<file path="src/rtl/piso_shift_reg.sv">
// Parallel-in, serial-out shift register, MSB first.
// Loads a WIDTH-bit word on LD & RDY and streams it out one bit per clock.
module piso_shift_reg #(
    parameter int WIDTH = 2
) (
    input  logic             C,
    input  logic             nR,
    input  logic [WIDTH-1:0] P,
    input  logic             LD,
    output logic             RDY,
    output logic             S,
    output logic             nS,
    output logic             VLD,
    output logic             LAST
);

    localparam int CW = (WIDTH > 1) ? $clog2(WIDTH) : 1;
    localparam logic [CW-1:0] CNT_MAX = CW'(WIDTH - 1);

    typedef enum logic {
        IDLE,
        SHIFT
    } state_t;

    state_t           state;
    logic [WIDTH-1:0] shreg;
    logic [CW-1:0]    cnt;
    logic             at_last;

    assign at_last = (state == SHIFT) && (cnt == CNT_MAX);

    always_ff @(posedge C or negedge nR) begin
        if (!nR) begin
            state <= IDLE;
            shreg <= '0;
            cnt   <= '0;
        end else begin
            unique case (state)
                IDLE: begin
                    if (LD) begin
                        shreg <= P;
                        cnt   <= '0;
                        state <= SHIFT;
                    end
                end
                SHIFT: begin
                    if (!at_last) begin
                        shreg <= shreg << 1;
                        cnt   <= cnt + 1'b1;
                    end else if (LD) begin
                        // next word follows with no idle gap
                        shreg <= P;
                        cnt   <= '0;
                    end else begin
                        shreg <= '0;
                        cnt   <= '0;
                        state <= IDLE;
                    end
                end
            endcase
        end
    end

    // outputs decode registers only, never LD or P
    assign S    = (state == SHIFT) & shreg[WIDTH-1];
    assign nS   = ~S;
    assign VLD  = (state == SHIFT);
    assign LAST = at_last;
    assign RDY  = (state == IDLE) | at_last;

endmodule

</file>
<file path="config.mk">
export PLATFORM = sky130hd
export DESIGN_NAME = piso_shift_reg
export DESIGN_NICKNAME = d
export VERILOG_FILES = /design/src/rtl/piso_shift_reg.sv
export SDC_FILE = /design/constraint.sdc
export NUM_CORES = 1
export LEC_CHECK = 0
export CAP_MARGIN = 15
export CORE_AREA = 2 2 39 41
export DETAILED_ROUTE_END_ITERATION = 10
export DIE_AREA = 0 0 41 43
export GPL_ROUTABILITY_DRIVEN = 0
export PLACE_DENSITY = 0.38
export SLEW_MARGIN = 15
export SYNTH_ARGS = -nofsm -noshare
export SYNTH_HDL_FRONTEND = slang
export SYNTH_SLANG_ARGS = --single-unit
</file>
<file path="constraint.sdc">
create_clock -name C -period 1.9 [get_ports C]
set_clock_uncertainty 0.05 [all_clocks]
set_input_delay 0.38 -clock C [delete_from_list [all_inputs] [get_ports C]]
set_output_delay 0.38 -clock C [all_outputs]
set_load 0.02 [all_outputs]
</file>
* After elaboration in Yosys (flattened, before gate mapping)
Cells that the tools add are included.
Storage, ports and cells: register bits 4, bits of input ports 5, output and inout bits 5, logic and storage cells 20
Operators by class: add/sub/neg operators 1, eq/ne operators 1, mux-type cells 10, bitwise logic cells 4, reductions and logical operators 1
Operators by type and width (count):
- two-way mux 2 bit | 3
- two-way mux 1 bit | 4
- one-hot mux 1 bit (2 select lines) | 2
- one-hot mux 2 bit (2 select lines) | 1
- != test 2 bit, second input constant | 1
- inverter 1 bit | 2
- adder 1 bit, second input constant | 1
- bitwise AND 1 bit | 1
- logical AND 1 bit | 1
- OR 1 bit | 1

* Longest topological paths before layout
Gate-level depths: netlist of the first run.
word-level depth 3, depth in mapped cells 2, gate-level depth less buffers 2

* Worst setup path before layout of the first run
No wires, ideal clock.
path type register to output, start point register state (netlist: VLD), end point output S, arrival time 0.940 ns, required time 1.470 ns, slack 0.530 ns, cell stages (with the launch flop) 3, path buffers 0, cell sequence dfrtp_1 > nand2_1 > inv_1
On the way: cells in the longest elaborated chain, start to end 1
Ends and longest elaborated chain:
- from (decl) | RTL line 25 | state_t state;
- from (signal assigned) | RTL line 34 | state <= IDLE;
- from (signal assigned) | RTL line 43 | state <= SHIFT;
- from (signal assigned) | RTL line 57 | state <= IDLE;
- bitwise AND 1 bit | RTL line 65 | assign S = (state == SHIFT) & shreg[WIDTH-1];
- to (decl) | RTL line 11 | output logic S,
No other way between the ends.

* Worst setup path in the final report of the first run
start point register state (netlist: VLD), end point output RDY
On the way: cells in the longest elaborated chain, start to end 2, elaborated cells on any way between the ends 3, those cells by class bitwise (2); reduce/logical (1)
Ends and longest elaborated chain:
- logical AND 1 bit or inverter 1 bit (tied branches)
- OR 1 bit * | RTL line 69 | assign RDY = (state == IDLE) | at_last;
- to (decl) | RTL line 10 | output logic RDY,
Mark *: on every way between the ends. The rest lies on a longest branch, timed or not.

==> results of run 1 <==
==> layer usage <==
metal / vias up / global-route usage (%)
li1: 77 / -
met1: 67 / 5.83
met2: 10 / 5.63
met3: 2 / 3.14
met4: 0 / 8.00
met5: - / 0
==> sequential cells by signal (all words and copies together) (netlist names) <==
signal and cells:
shreg 2, VLD 1, cnt 1
==> critical path: cells and delay by family (launching register included) <==
| family | cells | cell delay [ps] |
|---|---|---|
| buffers and inverters | 1 | 610 |
| DFF | 1 | 430 |
| and+or+nand+nor | 1 | 120 |
==> cell usage after synthesis <==
cell type	n	share of area (%)
or2b_1	1	4.1
a32o_1	1	5.5
nand2b_2	1	4.8
nor2_1	1	2.1
dfrtp_1	4	55
nand2_1	1	2.1
and3b_2	1	5.5
a21bo_2	1	5.5
nor3b_1	1	4.1
a311o_1	1	5.5
inv_1	1	2.1
and2_2	1	4.1
==> power by group <==
group,total (uW),switching (uW),internal (uW)
Combinational,223,98.2,125
Sequential,139,23.4,116
Clock,103,32.9,70.5
==> timing repair <==
item                                    CTS  global route
endpoints found under the setup margin    0             2
hold endpoints to repair                  0             0
resized for setup                         0             1
setup buffers                             0             0
==> kinds of logic after synthesis <==
| group | after synthesis | synth area share, % |
|---|---|---|
| flip-flops | 4 | 54.8 |
| AO/OA/AOI/OAI | 3 | 16.4 |
| buffers and inverters | 1 | 2.05 |
| AND/OR/NAND/NOR | 7 | 26.7 |
==> how the worst max path moves through the flow <==
stage | from | endpoint | slack [ps] | cells past startpoint
2_1_floorplan | VLD | S | 530 | 2
6_report | VLD | RDY | 80 | 2
4_1_cts | VLD | LAST | 30 | 2
5_1_grt | VLD | RDY | 40 | 2
3_5_place_dp | VLD | LAST | 280 | 2
3_3_place_gp | VLD | LAST | 290 | 2
==> cell type report <==
type / instances / area (sq um) / share of cell area (%)
Sequential cell: 4 / 101 / 32.0
Timing Repair Buffer: 9 / 90.1 / 28.5
Multi-Input combinational cell: 10 / 78.8 / 24.9
Clock buffer: 3 / 22.5 / 7.11
Tap cell: 16 / 20.0 / 6.32
Inverter: 1 / 3.75 / 1.19
==> cell usage in the layout (no fill, tap or decap) <==
cell	instances
and3b_2	1
clkdlybuf4s50_1	9
nand2b_2	1
clkbuf_4	3
and2_2	1
dfrtp_1	3
nand2_1	1
nor3b_1	1
inv_1	1
a21bo_2	1
nor2_1	1
dfrtp_2	1
a311o_1	1
a32o_1	1
or2b_1	1
==> through the flow <==
step	area, sq um	worst slack [ps]	utilization [%]	total power [uW]
4_1_cts	315	27.2	22.8	473
5_1_grt	317	37.4	22.9	493
6_report	317	80.5	22.9	466
2_1_floorplan	183	530	-	262
3_3_place_gp	293	295	21.2	368
3_5_place_dp	293	277	21.2	365
==> flow_summary.json, run 1 <==
{
  "num_io_pins": 10,
  "dp_cells": 40,
  "reg2reg_to": "shreg[1]",
  "rsz0062_at_grt": "false",
  "worstPathArrival_ps": 1390,
  "max-cap-violations": 0,
  "outcome": "complete, no violations",
  "grt_max_degree": 8,
  "nFillCells": 156,
  "wl_met2_microns": 149,
  "antenna_found_initial": 0,
  "cp.required_ps": 1470,
  "cts_sinks": 4,
  "drive_gt1_share_pct": 29.6,
  "grt_pass1_vias": 148,
  "ctsHoldBuffers": 0,
  "leakage_uw": 0.000138,
  "first_pass_iters": 2,
  "cp_cell_sequence": "nand2b_2, clkdlybuf4s50_1",
  "fin_cells": 43,
  "yosysWarnings": 0,
  "chipHeight_microns": 43,
  "fin_tns_setup_ps": 0,
  "numCtsBuffers": 3,
  "root_buffer": "clkbuf_4",
  "hold_viol_final": 0,
  "finalSetupViolCount": 0,
  "num_rows": 14,
  "track_usage_pct": 5.43,
  "clock_latency_ps": 230,
  "coreArea_sq_um": 1380,
  "critPathMaxStageDelay_ps": 610,
  "clock_path_buffers": 2,
  "drv_slew": 0,
  "cp_max_fo": 7,
  "dr_wl_met3_microns": 61,
  "place_hpwl_microns": 317,
  "port_buffers": 9,
  "ys_types": 12,
  "cp-start-kind": "flip-flop",
  "holdWs_ps": 301,
  "rrSetupSlack_ps": 780,
  "worst_pin_slew_ps": 210,
  "dieArea_sq_um": 1760,
  "ys_ff_latch": 4,
  "die_w_microns": 41,
  "wl_per_cell_microns": 8.93,
  "fmax_mhz": 550,
  "syn-num-nets": 20,
  "syn_avg_cell_area_sq_um": 12.2,
  "routed_via_density": 3.63,
  "cts_tree": "built",
  "final_nets": 34,
  "ant_nets": 0,
  "top_layer_used": "met4",
  "worstReg2RegStart": "cnt",
  "gr-total-overflow": 0,
  "grt_pass1_wl_microns": 552,
  "diodes": 0,
  "yosysSeqAreaShare_pct": 54.8,
  "worstSetupPathType": "flip-flop to output port",
  "period_needed_ps": 1820,
  "period_share_pct": 95.8,
  "drt_iter0_markers": 2,
  "drc_errors": 0,
  "relSlewSlack_pct": 85.9,
  "slowest_stage": "clkdlybuf4s50_1",
  "wl_met1_microns": 169,
  "powerDensity_nw_per_um2": 1470,
  "via_count": 156,
  "crit_path_end_kind": "output port",
  "syn_area_sq_um": 183,
  "hp-class": "input port to asynchronous set/reset pin",
  "initial_core_util_pct": 13.2,
  "synthCells": 15,
  "irDropWorstVdd_uv": 419,
  "htree_levels": 1,
  "reg2regPathDepth": 2,
  "clkSlewWorstSetupHoldPaths_ps": 40,
  "areaGrowthSynthToFinish_pct": 73.3,
  "finalWirelength_microns": 384
}
No activity file was read; power rests on OpenSTA's default activity.
==> run 2, diff against run 1 <==
--- a/config.mk
+++ b/config.mk
@@ -10,8 +10,10 @@
 export DETAILED_ROUTE_END_ITERATION = 10
 export DIE_AREA = 0 0 41 43
 export GPL_ROUTABILITY_DRIVEN = 0
+export MAX_ROUTING_LAYER = met4
 export PLACE_DENSITY = 0.38
 export SLEW_MARGIN = 15
 export SYNTH_ARGS = -nofsm -noshare
 export SYNTH_HDL_FRONTEND = slang
 export SYNTH_SLANG_ARGS = --single-unit
+export TNS_END_PERCENT = 5
==> results of run 2 <==
The final DEF is identical to that of run 1; final timing and power are the same.
Main changes from that run: overall routing resource usage 5.43% -> 5.57%
==> run 3, diff against run 2 <==
==> constraint.sdc (replaced) <==
create_clock -name C -period 1.95 [get_ports C]
set_clock_uncertainty 0.05 [all_clocks]
set_input_delay 0.39 -clock C [delete_from_list [all_inputs] [get_ports C]]
set_output_delay 0.39 -clock C [all_outputs]
set_load 0.02 [all_outputs]
==> flow_summary.json, run 3 (same netlist as run 1, synthesis figures left out) <==
{
  "relSlewSlack_pct": 85.9,
  "final_cell_mix": "9 x clkdlybuf4s50_1, 4 x dfrtp_1, 3 x clkbuf_4",
  "post_cts_resized": 0,
  "rsz0062_at_grt": "false",
  "ctsHoldBuffers": 0,
  "num_io_pins": 10,
  "period_share_pct": 95.7,
  "die_w_microns": 41,
  "numCtsBuffers": 3,
  "powerDensity_nw_per_um2": 1430,
  "clock_latency_ps": 230,
  "leakage_uw": 0.000138,
  "cp_max_fo": 7,
  "period_needed_ps": 1870,
  "cp.required_ps": 1510,
  "routed_via_density": 3.63,
  "grt_pass1_wl_microns": 552,
  "drv_slew": 0,
  "drc_errors": 0,
  "rrSetupSlack_ps": 830,
  "reg2regPathDepth": 2,
  "coreArea_sq_um": 1380,
  "cp_num_cells": 2,
  "diodes": 0,
  "gr-total-overflow": 0,
  "slowest_stage": "clkdlybuf4s50_1",
  "fmax_mhz": 536,
  "ant_nets": 0,
  "largest_register_ff_count": 2,
  "worstPathArrival_ps": 1430,
  "clock_path_buffers": 2,
  "drive_gt1_share_pct": 25.9,
  "hp-class": "input port to asynchronous set/reset pin",
  "critPathMaxStageDelay_ps": 590,
  "num_rows": 14,
  "crit_path_end_kind": "output port",
  "place_hpwl_microns": 317,
  "outcome": "complete, no violations",
  "top_register": "shreg",
  "final_common_cell": "clkdlybuf4s50_1",
  "totalPowerFinal_uw": 452,
  "clkSlewWorstSetupHoldPaths_ps": 40,
  "cts_tree": "built",
  "cts_sinks": 4,
  "worst_pin_slew_ps": 210,
  "hold_viol_final": 0,
  "grt_pass1_vias": 148,
  "antenna_found_initial": 0,
  "port_buffers": 9,
  "max-cap-violations": 0,
  "final_util_pct": 22.8,
  "drt_iter0_markers": 2,
  "cts_setup_buffers": 0,
  "crit_buf_inv": 1,
  "grt_max_degree": 8,
  "root_buffer": "clkbuf_4",
  "chipHeight_microns": 43,
  "fin_tns_setup_ps": 0,
  "finalSetupViolCount": 0,
  "first_pass_iters": 2,
  "final_nets": 34,
  "irDropWorstVdd_uv": 408,
  "wl_per_cell_microns": 8.93,
  "track_usage_pct": 5.57,
  "cp_cell_sequence": "and2_2, clkdlybuf4s50_1",
  "crit_family": "buffers and inverters",
  "holdWs_ps": 311,
  "areaGrowthSynthToFinish_pct": 72.6,
  "finalWirelength_microns": 384,
  "dieArea_sq_um": 1760,
  "initial_core_util_pct": 13.2,
  "worstSetupPathType": "flip-flop to output port",
  "htree_levels": 1,
  "via_count": 156,
  "cp-start-kind": "flip-flop"
}
-- run 3: final timing paths --
kind | startpoint | to
min in group C | shreg[0] | shreg[0]
hold / removal | nR | shreg[0]
setup reg to reg | cnt | shreg[1]
hold reg to reg | shreg[0] | shreg[0]
max in group asynchronous | nR | VLD
setup / recovery | VLD | LAST
-- run 3: worst reg2reg max path: stages, from the launching register on --
cell and delay, ps:
dfrtp_1 380, nand2b_2 220, a311o_1 350
-- run 3: layout make-up --
| cell class | instances | area, sq um |
|---|---|---|
| inverter | 1 | 3.75 |
| tap | 16 | 20.0 |
| clock buffer | 3 | 22.5 |
| fill | 156 | 1070 |
| multi-input combinational | 10 | 78.8 |
| timing repair buffer | 9 | 90.1 |
| sequential | 4 | 100 |
-- run 3: metal layers --
metal	vias up	global-route usage (%)	part of all wire (%)
met2	10	5.63	39
li1	77	-	-
met1	67	5.83	44
met5	-	-	0
met4	0	8.00	1.0
met3	2	3.14	16
-- run 3: report_power, final --
part | switching [uW] | internal [uW] | total (uW) | leakage, uW
clock network | 32.0 | 68.7 | 101 | 0.0000138
registers | 22.8 | 112 | 134 | 0.0000487
logic | 95.7 | 122 | 217 | 0.0000757
-- run 3: stage by stage --
stage,cell area [sq um],setup slack (ps),std cells
3_5_place_dp,293,317,40
3_3_place_gp,293,335,40
2_1_floorplan,183,570,15
6_report,315,83.0,43
5_1_grt,315,23.5,43
4_1_cts,315,67.2,43
